**src/rtl/uart_rx_ctrl_pkg.sv**
```systemverilog
// Shared UART definitions: clocking constants common with the baud-rate
// generator and the receive FSM state encoding.
package uart_rx_ctrl_pkg;

  localparam int CLK       = 50_000_000;
  localparam int BAUD_RATE = 240_000;
  localparam int NUM_TICKS = 16;

  typedef enum logic [1:0] {
    IDLE  = 2'b00,
    START = 2'b01,
    DATA  = 2'b10,
    STOP  = 2'b11
  } state_t;

  // Clocks between oversampling ticks for a given line rate (13 at the defaults).
  function automatic int baud_div(input int clk_hz, input int baud, input int ticks);
    return clk_hz / (baud * ticks);
  endfunction

endpackage

```
**src/rtl/sync_2ff.sv**
```systemverilog
// Two-flop synchroniser for a single asynchronous bit; both flops reset to
// RST_VAL so the output is quiet while the system comes out of reset.
module sync_2ff #(
  parameter logic RST_VAL = 1'b1
) (
  input  logic clock,
  input  logic reset,
  input  logic d,
  output logic q
);

  logic meta;

  always_ff @(posedge clock or posedge reset) begin
    if (reset) begin
      meta <= RST_VAL;
      q    <= RST_VAL;
    end else begin
      meta <= d;
      q    <= meta;
    end
  end

endmodule

```
**src/rtl/uart_rx_ctrl.sv**
```systemverilog
// 8N1 UART receiver: sequences the 16x oversampling ticks, samples each bit at
// mid-bit and delivers one byte per frame with a framing-error flag.
//
// state | meaning
// IDLE  | line idle, waiting for rx_s to fall
// START | counting to the middle of the start bit to confirm it
// DATA  | sampling data bits LSB first, one per N_TICKS ticks
// STOP  | waiting to mid-stop-bit, then publishing byte and stop-bit status
module uart_rx_ctrl
  import uart_rx_ctrl_pkg::*;
#(
  parameter int N_DATA       = 8,
  parameter int N_TICKS      = NUM_TICKS,
  parameter int N_STOP_TICKS = 16
) (
  input  logic              clock,
  input  logic              reset,
  input  logic              ticks,
  input  logic              rx,
  output logic [N_DATA-1:0] dout,
  output logic              rx_done,
  output logic              frame_err
);

  localparam int S_MAX = (N_TICKS > N_STOP_TICKS) ? N_TICKS : N_STOP_TICKS;
  localparam int S_W   = $clog2(S_MAX);
  localparam int N_W   = (N_DATA > 1) ? $clog2(N_DATA) : 1;

  localparam logic [S_W-1:0] S_HALF = S_W'(N_TICKS / 2 - 1);
  localparam logic [S_W-1:0] S_FULL = S_W'(N_TICKS - 1);
  localparam logic [S_W-1:0] S_STOP = S_W'(N_STOP_TICKS - 1);
  localparam logic [N_W-1:0] N_LAST = N_W'(N_DATA - 1);

  logic rx_s;

  state_t            state, state_n;
  logic [S_W-1:0]    s_cnt, s_cnt_n;
  logic [N_W-1:0]    n_cnt, n_cnt_n;
  logic [N_DATA-1:0] b, b_n;
  logic [N_DATA-1:0] dout_n;
  logic              rx_done_n, frame_err_n;

  sync_2ff #(.RST_VAL(1'b1)) u_sync (
    .clock (clock),
    .reset (reset),
    .d     (rx),
    .q     (rx_s)
  );

  always_ff @(posedge clock or posedge reset) begin
    if (reset) begin
      state     <= IDLE;
      s_cnt     <= '0;
      n_cnt     <= '0;
      b         <= '0;
      dout      <= '0;
      rx_done   <= 1'b0;
      frame_err <= 1'b0;
    end else begin
      state     <= state_n;
      s_cnt     <= s_cnt_n;
      n_cnt     <= n_cnt_n;
      b         <= b_n;
      dout      <= dout_n;
      rx_done   <= rx_done_n;
      frame_err <= frame_err_n;
    end
  end

  always_comb begin
    state_n     = state;
    s_cnt_n     = s_cnt;
    n_cnt_n     = n_cnt;
    b_n         = b;
    dout_n      = dout;
    frame_err_n = frame_err;
    rx_done_n   = 1'b0;
    case (state)
      // Start edge is taken without waiting for a tick; a coincident tick is not counted.
      IDLE: begin
        if (!rx_s) begin
          state_n = START;
          s_cnt_n = '0;
        end
      end
      START: begin
        if (ticks) begin
          if (s_cnt == S_HALF) begin
            if (!rx_s) begin
              state_n = DATA;
              s_cnt_n = '0;
              n_cnt_n = '0;
            end else begin
              state_n = IDLE;
            end
          end else begin
            s_cnt_n = s_cnt + S_W'(1);
          end
        end
      end
      DATA: begin
        if (ticks) begin
          if (s_cnt == S_FULL) begin
            s_cnt_n = '0;
            b_n     = {rx_s, b[N_DATA-1:1]};
            if (n_cnt == N_LAST) state_n = STOP;
            else                 n_cnt_n = n_cnt + N_W'(1);
          end else begin
            s_cnt_n = s_cnt + S_W'(1);
          end
        end
      end
      // Leaves mid-stop-bit so a back-to-back start edge is never missed.
      STOP: begin
        if (ticks) begin
          if (s_cnt == S_STOP) begin
            dout_n      = b;
            frame_err_n = ~rx_s;
            rx_done_n   = 1'b1;
            state_n     = IDLE;
          end else begin
            s_cnt_n = s_cnt + S_W'(1);
          end
        end
      end
      default: state_n = IDLE;
    endcase
  end

endmodule

```
**config.mk**
```make
export PLATFORM = sky130hd
export DESIGN_NAME = uart_rx_ctrl
export DESIGN_NICKNAME = d
export VERILOG_FILES = /design/src/rtl/uart_rx_ctrl_pkg.sv /design/src/rtl/sync_2ff.sv /design/src/rtl/uart_rx_ctrl.sv
export SDC_FILE = /design/constraint.sdc
export NUM_CORES = 1
export LEC_CHECK = 0
export BUFFER_PORTS_ARGS = -buffer_cell sky130_fd_sc_hd__buf_2
export CAP_MARGIN = 15
export CORE_ASPECT_RATIO = 1.2
export CORE_UTILIZATION = 40
export CTS_CLUSTER_SIZE = 30
export DETAILED_ROUTE_END_ITERATION = 16
export PLACE_DENSITY_LB_ADDON = 0.25
export SLEW_MARGIN = 20
export SYNTH_ARGS = -nofsm -noshare
export SYNTH_HDL_FRONTEND = slang
export SYNTH_SLANG_ARGS = --single-unit
```
**constraint.sdc**
```tcl
create_clock -name clock -period 3.6 [get_ports clock]
set_input_delay 0.36 -clock clock [delete_from_list [all_inputs] [get_ports clock]]
set_output_delay 0.36 -clock clock [all_outputs]
set_load 0.1 [all_outputs]
```
Word-level counts from Yosys, hierarchy flattened:

Index checks and enable logic that the tools add are counted.

* flip-flop bits (word level): 29
* input port bits: 4
* output and inout bits: 10
* logic and storage cells: 64

* $add $sub $neg: 2
* eq/ne operators: 17
* multiplexer cells: 28
* bitwise operators: 1
* reductions and logical operators: 7

Operators by type and width (count)
* 4-bit 2-to-1 mux: 7
* 2-bit inequality test (second input constant): 11
* 2-bit 2-to-1 mux: 9
* 3-bit 2-to-1 mux: 6
* 4-bit one-hot mux with 4 select lines: 1
* 2-bit one-hot mux with 4 select lines: 1
* 8-bit AND reduction: 1
* 7-bit AND reduction: 1
* 3-bit one-hot mux with 2 select lines: 1
* 3-bit AND reduction: 2
* 4-bit by 1-bit adder with 4-bit output (second input constant): 1
* 2-bit == test (second input constant): 2
* 4-bit by 3-bit == test with 1-bit output (second input constant): 1
* 4-bit == test (second input constant): 1
* 4-bit AND reduction: 1
* 3-bit by 1-bit adder with 3-bit output (second input constant): 1
* 3-bit == test (second input constant): 1
* 1-bit 2-to-1 mux: 3
* 2-bit by 1-bit == test with 1-bit output (second input constant): 1
* 2-bit zero test: 1
* 2-bit nonzero test: 1
* 1-bit inverter: 1

Logic depth before layout (Yosys ltp):

Gate-level depths: netlist of run 1.

* depth in word-level cells: 5
* mapped depth: 6
* depth with buffers taken out: 5

Hierarchy:

From an unflattened synthesis of run 1, not the netlist that was laid out.

* cells, all modules: 111
* area, all modules: 1392.6 um^2

Modules (own cells, without submodules)
* uart_rx_ctrl: instances 1, cells an instance 108, area each 1336.3 um^2, seq. area each 675.6 um^2
* sync_2ff: instances 1, cells an instance 3, area each 56.3 um^2, seq. area each 52.6 um^2

Worst setup path after synthesis of run 1:

OpenSTA, ideal clock, no wires.

* path kind: reg-to-reg
* from: reg s_cnt[0]
* to: reg n_cnt[1]
* setup time: 0.125 ns
* arrival time: 1.684 ns
* data required time: 3.475 ns
* path slack: 1.791 ns
* stages on the path, launching flop included: 6
* buffers on the path: 0
* clock period less this slack: 1.809 ns
* cell sequence: dfrtp_1 > ha_1 > nand4_2 > or4_4 > o41ai_4 > mux2_4

* cells in the longest elaborated chain, start to end: 3
* elaborated cells on any way between the ends: 5
* those cells by class: eq/ne (4); reduce/logical (1)

Ends and longest elaborated chain
* from (decl): line uart_rx_ctrl.sv:37 `logic [S_W-1:0] s_cnt, s_cnt_n;`
* from (signal assigned): line uart_rx_ctrl.sv:61 `s_cnt <= s_cnt_n;`
* 4-bit == test or 4-bit by 3-bit == test with 1-bit output (tied branches): line uart_rx_ctrl.sv:103, uart_rx_ctrl.sv:88
* 2-bit inequality test (no line)
* 7-bit AND reduction (no line) *
* to (signal assigned): line uart_rx_ctrl.sv:62 `n_cnt <= n_cnt_n;`
* to (decl): line uart_rx_ctrl.sv:38 `logic [N_W-1:0] n_cnt, n_cnt_n;`

Mark *: on every way between the ends. The rest lies on a longest branch, timed or not.
A chain may end at the register's enable or synchronous reset.

Worst setup path in the final report of run 1:

* from: reg s_cnt[0]
* to: reg dout[4]

* cells in the longest elaborated chain, start to end: 2

Ends and longest elaborated chain
* 4-bit == test: line uart_rx_ctrl.sv:116 `if (s_cnt == S_STOP) begin`
* 3-bit AND reduction (no line)
* to (signal assigned): line uart_rx_ctrl.sv:64 `dout <= dout_n;`
* to (decl): line uart_rx_ctrl.sv:20 `output logic [N_DATA-1:0] dout,`

No other way between the ends.

==> results.py, run 1 <==
metrics = {
    "timing": {
        "final_hold_viol_count": 0,
        "period_share_pct": 54.3,
        "finalMaxSlewViolations": 0,
        "post-route-min-period_ns": 1.96,
        "fin_skew_ns": 0.00329,
        "fin_ws_ns": 1.64,
        "rsz0062_at_grt": "false",
        "fin_setup_tns_ns": 0,
        "worstMarginPinSlew_ns": 0.604,
        "whs_ns": 0.0850,
        "fmax_mhz": 511,
        "slew_headroom_pct": 59.7,
        "finalSetupViolations": 0,
    },
    "global_routing": {
        "grt_pass1_vias": 816,
        "groute.usage.overall_pct": 14.7,
        "grt_start_max_net_pins": 30,
        "grt_pass1_wl_um": 3560,
        "grt_remaining_overflow": 0,
        "antenna_found_initial": 0,
    },
    "power": {
        "switchingPower_w": 0.000233,
        "switching_share_pct": 32.0,
        "internal_power_w": 0.000494,
        "p_clk_share_pct": 25.4,
        "pwr-share-comb_pct": 17.0,
        "peakVddDrop_mv": 0.288,
        "p_leak_nw": 0.755,
        "seqPwrFrac_pct": 57.6,
        "power_density_mw_per_mm2": 503,
    },
    "finish": {
        "final_util_pct": 46.9,
        "multi_input_area_um2": 546,
        "antennaDiodeCount": 0,
        "regArea_um2": 728,
        "fillers": 292,
        "syn2layout_area_growth_pct": 10.1,
        "nets": 121,
        "drive_above_1_share_pct": 40.0,
        "stdcell_count": 151,
    },
    "route": {
        "vias": 806,
        "drc": 0,
        "firstDrtPassIters": 4,
        "wl_per_cell_um": 13.6,
        "ant_nets": 0,
        "via_per_inst": 5.34,
        "routed_wl_um": 2050,
        "dr.first_iter.drc_count": 12,
    },
    "placement": {
        "placed_cells": 143,
        "gp_congestion": 0.731,
        "portBuffers": 13,
        "dp_hpwl_um": 1360,
        "place_ws_ns": 1.64,
    },
    "synthesis": {
        "synth-main-ff-cell": "dfrtp_1",
        "yosysTopAreaCell": "dfrtp_1",
        "muxShareOfSynthArea_pct": 18.4,
        "synth-compound-area-share_pct": 9.33,
        "yosysTopAreaCellShare_pct": 51.4,
        "synth_top_family_by_area": "multiplexers",
        "synth_cell_types": 34,
        "yosys_warnings": 0,
        "synth_fa_ha_area_share_pct": 2.86,
        "synth-simple-area-share_pct": 11.0,
        "seq_area_frac_synth_pct": 55.4,
        "synth_common_cells": "dfrtp_1 (27), mux2_2 (17), nor2_1 (4), o21ai_0 (4)",
        "synthCells": 99,
        "synth_seq_cells": 29,
        "synth_edf_count": 0,
        "synth_fp_nets": 106,
        "synth-async-reset-ratio_pct": 100,
        "synth_xor_area_share_pct": 0,
        "yosysMostFrequentCell": "dfrtp_1",
        "synth_area_per_cell_um2": 13.3,
        "synthTopCellsByArea": "dfrtp_1 (51%), mux2_2 (15%), dfstp_2 (4.0%), ha_1 (2.9%), mux2_4 (2.3%)",
        "syn_area_mm2": 0.00131,
    },
    "clocking": {
        "cts_tree": "done",
        "worstSkewPairLatency_ns": 0.33,
        "path_clk_slew_ns": 0.09,
        "hold_buffers": 0,
        "cts_resized": 0,
        "clockBufferDepth": 2,
        "htreeDepth": 2,
        "root_buffer": "clkbuf_4",
        "cts_buffers": 5,
        "cts.sinks": 29,
        "post-cts-setup-buffers": 0,
    },
    "worst_hold_path": {
        "hp-class": "in2async",
    },
    "die": {
        "start_util_pct": 42.6,
        "die_y_um": 64.8,
        "core_area_mm2": 0.00308,
        "die_w_um": 54.3,
        "core.rowCount": 22,
        "die_area_mm2": 0.00352,
        "io_pins": 14,
    },
    "critical_path": {
        "worstPathArrival_ns": 2.17,
        "end_kind": "flop",
        "worstSetupPathType": "reg2reg",
        "crit_fanout": 11,
        "crit_path_start_kind": "flop",
        "required_ns": 3.82,
    },
    "run_status": {
        "outcome": "completed",
    },
    "flow_run": {
        "maxCapViolations": 0,
    },
}
==> worst max-delay path: stages (launching register included) <==
cell     delay [ns]
dfrtp_1        0.40
ha_1           0.29
and3_1         0.24
nand4_1        0.46
mux2_2         0.46
==> cells in the final DEF (no fill, tap or decap), types with 3 or more instances in the layout <==
| master | count |
|---|---|
| dfrtp_1 | 27 |
| mux2_2 | 17 |
| buf_2 | 13 |
| clkbuf_4 | 5 |
| o21ai_0 | 4 |
| nor2_1 | 4 |
| nand3_1 | 3 |
| ha_1 | 3 |
==> cell type report <==
class | count | area share, %
multi-input cells | 62 | 37.7
repair buffers | 13 | 4.50
clock inverters | 2 | 0.692
well taps | 36 | 3.11
clock buffers | 6 | 2.85
flip-flops and latches | 29 | 50.3
inverters | 3 | 0.779
==> per-layer routing <==
| layer | track usage [%] | routed length (um) | part of all wire, % | vias up |
|---|---|---|---|---|
| met5 | 0 | 0 | 0 | - |
| met2 | 21.6 | 938 | 46 | 13 |
| met3 | 4.23 | 94 | 4.6 | 5 |
| met4 | 10.6 | 54 | 2.6 | 0 |
| met1 | 17.9 | 963 | 47 | 393 |
| li1 | - | - | - | 395 |
==> power groups by stage <==
stage / logic [W] / registers (W) / clock network (W)
floorplan: 0.000143 / 0.000384 / 0
global placement: 0.000121 / 0.000423 / 0
detailed placement: 0.000124 / 0.000425 / 0
CTS: 0.000125 / 0.000419 / 0.000194
global route: 0.000141 / 0.000429 / 0.000206
finish: 0.000124 / 0.000419 / 0.000184
==> metrics by stage <==
stage | area, um^2 | power (W)
final | 1450 | 0.000727
after global routing | 1450 | 0.000776
after CTS | 1450 | 0.000738
after detailed placement | 1400 | 0.000549
after global placement | 1400 | 0.000545
after floorplan | 1310 | 0.000527
==> cell families after synthesis <==
family                   Yosys count
AO/OA/AOI/OAI                     15
multiplexers                      21
adder cells (fa/ha/maj)            3
buffers and inverters              8
flip-flops                        29
AND/OR/NAND/NOR                   23
==> flip-flops by register name, indices dropped and copies added (netlist names), named ones only <==
register / count
n_cnt: 3
state: 1
dout: 8
u_sync.meta: 1
rx_done: 1
s_cnt: 4
b: 8
frame_err: 1
u_sync.q: 1
==> final timing paths <==
| check | depth (start not counted) | from | to | slack (ns) |
|---|---|---|---|---|
| worst min register to register | 0 | u_sync.meta | u_sync.q | 0.36 |
| min in group clock | 1 | rx | u_sync.meta | 0.13 |
| worst max register to register | 4 | s_cnt[0] | dout[4] | 1.64 |
| worst max-delay path | 4 | s_cnt[0] | dout[4] | 1.64 |
| max in group asynchronous | 2 | reset | s_cnt[3] | 3.11 |
| worst min-delay path | 2 | reset | rx_done | 0.09 |
No activity file was read; power rests on OpenSTA's default activity.
==> run 2, diff against run 1 <==
--- a/config.mk
+++ b/config.mk
@@ -5,6 +5,7 @@
 export SDC_FILE = /design/constraint.sdc
 export NUM_CORES = 1
 export LEC_CHECK = 0
+export ABC_AREA = 1
 export BUFFER_PORTS_ARGS = -buffer_cell sky130_fd_sc_hd__buf_2
 export CAP_MARGIN = 15
 export CORE_ASPECT_RATIO = 1.2
==> constraint.sdc (replaced) <==
create_clock -name clock -period 1.7 [get_ports clock]
set_input_delay 0.17 -clock clock [delete_from_list [all_inputs] [get_ports clock]]
set_output_delay 0.17 -clock clock [all_outputs]
set_load 0.1 [all_outputs]
==> run 2 against run 1 <==
Net effect:
- utilization is 1.8 points higher
- clock skew is 0.0077 ns higher
- global-route usage is 1.6 points higher
- register-to-register slack worse by 1.5 ns
- first-iteration DRC count is 92% higher
- sequential power is 110% higher
- critical path depth is 2 higher
- total power is 150% higher
- clock-buffer cell count is 1 higher
- combinational power grew to 4.2 times the previous value
- critical path type unchanged
==> results.py, run 2 <==
metrics = {
    "die": {
        "core.rowCount": 22,
        "start_util_pct": 43.2,
        "core_area_mm2": 0.00317,
        "io_pins": 14,
        "die_w_um": 55.4,
        "die_area_mm2": 0.00366,
        "die_y_um": 66.1,
    },
    "synthesis": {
        "synth_cell_types": 21,
        "yosys_warnings": 0,
        "synth-main-ff-cell": "dfrtp_1",
        "synth_fp_nets": 172,
        "yosysTopAreaCell": "dfrtp_1",
        "yosysMostFrequentCell": "nand2_1",
        "synth_edf_count": 0,
        "synth_area_per_cell_um2": 8.29,
        "synth_common_cells": "nand2_1 (59), dfrtp_1 (27), inv_1 (23)",
        "synthCells": 165,
        "yosysTopAreaCellShare_pct": 49.4,
        "syn_area_mm2": 0.00137,
        "synth_seq_cells": 29,
        "synth-async-reset-ratio_pct": 100,
        "synthTopCellsByArea": "dfrtp_1 (49%), nand2_1 (16%), o21ai_0 (6.6%), inv_1 (6.3%), dfstp_2 (3.8%)",
        "seq_area_frac_synth_pct": 53.2,
    },
    "timing": {
        "fmax_mhz": 660,
        "finalMaxSlewViolations": 0,
        "worstMarginPinSlew_ns": 0.486,
        "fin_skew_ns": 0.0110,
        "finalSetupViolations": 0,
        "fin_setup_tns_ns": 0,
        "final_hold_viol_count": 0,
        "rsz0062_at_grt": "false",
        "period_share_pct": 89.1,
        "post-route-min-period_ns": 1.52,
        "slew_headroom_pct": 67.8,
    },
    "critical_path": {
        "crit_path_start_kind": "flop",
        "worstSetupPathType": "reg2reg",
        "slowest_stage": "dfrtp_1",
        "required_ns": 1.89,
        "crit_fanout": 19,
        "path_buf_inv": 0,
        "worstPathArrival_ns": 1.71,
        "max_stage_delay_ns": 0.40,
        "r2r-start": "s_cnt[0]",
        "end_kind": "flop",
        "crit_start": "s_cnt[0]",
        "critical-path-top-delay-family": "simple AND/OR/NAND/NOR gates",
        "crit_chain": "ha_1 > nand3_4 > nor2_4 > nand2_2 > nand2_1 > o21ai_0",
    },
    "clocking": {
        "htreeDepth": 2,
        "cts_buffers": 5,
        "post-cts-setup-buffers": 0,
        "path_clk_slew_ns": 0.08,
        "clockBufferDepth": 2,
        "worstSkewPairLatency_ns": 0.32,
        "cts.sinks": 29,
        "root_buffer": "clkbuf_4",
        "cts_tree": "done",
    },
    "finish": {
        "top_regs": "b: 8 flops, dout: 8 flops, s_cnt: 4 flops",
        "antennaDiodeCount": 0,
        "nets": 193,
        "fillers": 316,
        "final_common_cell": "nand2_1",
        "syn2layout_area_growth_pct": 12.8,
        "final_util_pct": 48.7,
        "drive_above_1_share_pct": 16.0,
        "layout_common_cells": "nand2_1 (59), dfrtp_1 (27), inv_1 (23)",
    },
    "global_routing": {
        "groute.usage.overall_pct": 16.4,
        "grt_pass1_wl_um": 4510,
        "antenna_found_initial": 0,
        "grt_pass1_vias": 1071,
        "grt_start_max_net_pins": 30,
        "grt_remaining_overflow": 0,
    },
    "worst_hold_path": {
        "hp-start": "ticks",
        "hp-class": "in2reg",
    },
    "route": {
        "ant_nets": 0,
        "vias": 1052,
        "routed_wl_um": 2430,
        "drc": 0,
        "dr.first_iter.drc_count": 23,
        "firstDrtPassIters": 4,
        "wl_per_cell_um": 10.9,
        "via_per_inst": 4.72,
    },
    "flow_run": {
        "maxCapViolations": 0,
    },
    "power": {
        "peakVddDrop_mv": 0.835,
        "power_density_mw_per_mm2": 1170,
        "p_leak_nw": 0.854,
    },
    "placement": {
        "dp_hpwl_um": 1820,
        "gp_congestion": 0.835,
        "portBuffers": 13,
    },
    "run_status": {
        "outcome": "completed",
    },
}
==> run 2: cell types whose count changed in the layout (fill, tap and decap cells not counted), sizes merged, moves of 5 or more <==
cell   change
o21ai     +15
mux2      -19
inv       +21
nand3      +5
nand2     +58
nor2       +7
==> run 2: metrics by stage <==
stage	area, um^2	std cells	power, W	hold slack (ns)	setup WS, ns
after floorplan	1370	165	0.00132	0.174	0.343
after global routing	1540	223	0.00197	0.346	0.00198
after global placement	1470	213	0.00140	0.256	0.248
final	1540	223	0.00181	0.306	0.185
after detailed placement	1470	213	0.00143	0.258	0.166
after CTS	1540	223	0.00183	0.296	0.152
==> run 2: metal layers <==
metal  track usage [%]  wire length [um]
met1              17.4              1080
met2              29.5              1210
met3              4.70                84
met4              8.44                56
met5                 0                 0
==> run 2: worst reg2reg max path, delay by kind of cell (launching register included) <==
| kind | cells | cell delay [ns] |
|---|---|---|
| adder cells (fa/ha/maj) | 1 | 0.28 |
| AO/OA/AOI/OAI | 1 | 0.08 |
| flip-flops | 1 | 0.40 |
| AND/OR/NAND/NOR | 4 | 0.63 |
==> run 2: worst paths after layout <==
path | to | slack, ns | cells after the start
worst max-delay path | frame_err | 0.18 | 6
worst min-delay path | rx_done | 0.31 | 3
worst max register to register | frame_err | 0.18 | 6
worst min register to register | u_sync.q | 0.36 | 0
max in group asynchronous | u_sync.meta | 0.93 | 4
min in group asynchronous | b[0] | 0.44 | 4
==> run 2: final cells by class <==
| type | count | area (um^2) | share of cell area (%) |
|---|---|---|---|
| Clock inverter | 1 | 5.00 | 0.324 |
| Sequential cell | 29 | 728 | 47.2 |
| Multi-Input combinational cell | 109 | 529 | 34.3 |
| Tap cell | 36 | 45.0 | 2.92 |
| Inverter | 24 | 90.1 | 5.84 |
| Clock buffer | 7 | 45.0 | 2.92 |
| Timing Repair Buffer | 17 | 100 | 6.49 |
==> run 2: cell families (layout without fill, tap and decap cells) <==
kind of cell | Yosys count | in the layout | share of synthesized area, %
and+or+nand+nor | 85 | 85 | 28.0
AOI/OAI and AO/OA | 21 | 21 | 7.69
adders and majority gates | 3 | 3 | 2.75
buffers and inverters | 27 | 49 | 8.33
DFF | 29 | 29 | 53.2
==> run 2: repair_timing <==
item,in CTS,in global routing
setup endpoints to repair,0,2
hold buffers,2,0
resized for setup,0,1
hold endpoints to repair,28,0
==> run 2: power breakdown <==
part / switching, W / total [W] / internal, W
logic: 0.000349 / 0.000526 / 0.000177
clock network: 0.000223 / 0.000384 / 0.000161
registers: 0.000120 / 0.000899 / 0.000779
==> run 3, diff against run 2 <==
--- a/config.mk
+++ b/config.mk
@@ -10,10 +10,10 @@
 export CAP_MARGIN = 15
 export CORE_ASPECT_RATIO = 1.2
 export CORE_UTILIZATION = 40
+export CTS_BUF_LIST = sky130_fd_sc_hd__clkbuf_8
 export CTS_CLUSTER_SIZE = 30
 export DETAILED_ROUTE_END_ITERATION = 16
 export PLACE_DENSITY_LB_ADDON = 0.25
-export SLEW_MARGIN = 20
 export SYNTH_ARGS = -nofsm -noshare
 export SYNTH_HDL_FRONTEND = slang
 export SYNTH_SLANG_ARGS = --single-unit
==> run 3 against run 2 <==
Net effect:
- sequential share of layout area shrank 0.94 points
- flip-flop and latch count did not move
- register-to-register slack improved by 0.02 ns
- critical path type unchanged
- largest cell class unchanged
==> results.py, run 3 (synthesis gave the netlist of run 2 again) <==
metrics = {
    "critical_path": {
        "worstSetupPathType": "reg2reg",
        "end_kind": "flop",
        "crit_path_start_kind": "flop",
        "max_stage_delay_ns": 0.39,
        "worstPathArrival_ns": 1.64,
        "crit_chain": "ha_1 > nand3_4 > nor2_4 > nand2_2 > nand2_1 > o21ai_0",
        "crit_fanout": 19,
        "required_ns": 1.85,
        "slowest_stage": "dfrtp_1",
    },
    "placement": {
        "dp_hpwl_um": 1820,
        "place_ws_ns": 0.166,
        "placed_cells": 213,
        "gp_congestion": 0.835,
        "portBuffers": 13,
    },
    "global_routing": {
        "groute.usage.overall_pct": 16.8,
        "grt_pass1_wl_um": 4550,
        "grt_start_max_net_pins": 30,
        "antenna_found_initial": 0,
        "use_met1_pct": 17.7,
        "grt-busiest-layer": "met2",
        "grt_pass1_vias": 1068,
        "met3_usage_pct": 5.28,
        "use_met2_pct": 29.7,
        "grt_remaining_overflow": 0,
    },
    "die": {
        "die_y_um": 66.1,
        "io_pins": 14,
        "die_w_um": 55.4,
        "start_util_pct": 43.2,
        "core.rowCount": 22,
        "die_area_mm2": 0.00366,
        "core_area_mm2": 0.00317,
    },
    "timing": {
        "period_share_pct": 87.9,
        "finalSetupViolations": 0,
        "post-route-min-period_ns": 1.50,
        "fin_ws_ns": 0.205,
        "slew_headroom_pct": 67.8,
        "fin_setup_tns_ns": 0,
        "fin_skew_ns": 0.00742,
        "fmax_mhz": 669,
        "worstMarginPinSlew_ns": 0.486,
        "final_hold_viol_count": 0,
        "rsz0062_at_grt": "false",
        "finalMaxSlewViolations": 0,
    },
    "route": {
        "via_per_inst": 4.70,
        "firstDrtPassIters": 4,
        "drc": 0,
        "ant_nets": 0,
        "dr.first_iter.drc_count": 21,
        "vias": 1049,
        "wl_per_cell_um": 11.0,
        "routed_wl_um": 2440,
    },
    "power": {
        "p_leak_nw": 0.875,
        "peakVddDrop_mv": 0.806,
        "power_density_mw_per_mm2": 1230,
    },
    "flow_run": {
        "maxCapViolations": 0,
    },
    "finish": {
        "regArea_um2": 728,
        "syn2layout_area_growth_pct": 15.1,
        "stdcell_count": 223,
        "nets": 193,
        "antennaDiodeCount": 0,
        "fillers": 311,
        "top_regs": "b: 8 flops, dout: 8 flops, s_cnt: 4 flops",
        "final_common_cell": "nand2_1",
        "drive_above_1_share_pct": 16.0,
        "layout_common_cells": "nand2_1 (59), dfrtp_1 (27), inv_1 (25)",
        "multi_input_area_um2": 529,
    },
    "clocking": {
        "cts_tree": "done",
        "root_buffer": "clkbuf_8",
        "path_clk_slew_ns": 0.06,
        "post-cts-setup-buffers": 0,
        "cts_buffers": 5,
        "worstSkewPairLatency_ns": 0.28,
        "htreeDepth": 2,
        "clockBufferDepth": 2,
        "cts.sinks": 29,
    },
    "worst_hold_path": {
        "hp-class": "in2reg",
    },
    "run_status": {
        "outcome": "completed",
    },
}
==> run 3: cell types whose count changed in the layout (fill, tap and decap cells not counted) <==
cell / delta
clkbuf_1: -2
clkbuf_4: -5
clkbuf_8: +5
inv_1: +2
==> run 3: worst paths after layout <==
kind                             start   endpoint  slack [ns]  depth (start not counted)
max in group asynchronous        reset   u_sync.q        0.89                          4
min in group asynchronous        reset       b[0]        0.49                          4
setup / recovery              s_cnt[0]  frame_err        0.20                          6
hold reg to reg            u_sync.meta   u_sync.q        0.35                          0
setup reg to reg              s_cnt[0]  frame_err        0.20                          6
hold / removal                   ticks    rx_done        0.34                          3
==> run 3: through the flow <==
step | cell area [um^2] | power (W) | hold slack (ns) | utilization, %
floorplan | 1370 | 0.00132 | 0.174 | -
finish | 1570 | 0.00194 | 0.339 | 49.7
global route | 1570 | 0.00211 | 0.362 | 49.7
detailed placement | 1470 | 0.00143 | 0.258 | 46.4
global placement | 1470 | 0.00140 | 0.256 | 46.4
CTS | 1570 | 0.00196 | 0.342 | 49.6
==> run 3: repair_timing <==
action                                  CTS  global route
endpoints found under the setup margin    0             2
gates resized for setup                   0             1
hold buffers                              2             0
endpoints found under the hold margin    28             0
==> run 3: area by class of cell <==
class                      instances  area share, %
inverter                          24           5.72
sequential                        29           46.3
clock buffer                       5           4.37
timing repair buffer              17           6.36
tap                               36           2.86
multi-input combinational        109           33.6
clock inverter                     3          0.795
==> run 3: per-layer routing <==
| metal | part of all wire, % | wire (um) |
|---|---|---|
| met1 | 44 | 1070 |
| met2 | 50 | 1210 |
| met3 | 3.8 | 93 |
| met4 | 2.6 | 63 |
| met5 | 0 | 0 |
==> run 3: where the power goes <==
| part | internal, W | total, W | switching, W |
|---|---|---|---|
| logic | 0.000177 | 0.000525 | 0.000349 |
| clock network | 0.000274 | 0.000519 | 0.000245 |
| registers | 0.000781 | 0.000900 | 0.000120 |
| total | 0.00123 | 0.00194 | 0.000713 |
==> run 3: worst max-delay path: cells and delay by family, from the launching register on <==
| family | cells | cell delay [ns] |
|---|---|---|
| and+or+nand+nor | 4 | 0.62 |
| AOI/OAI and AO/OA | 1 | 0.08 |
| DFF | 1 | 0.39 |
| adders and majority gates | 1 | 0.28 |
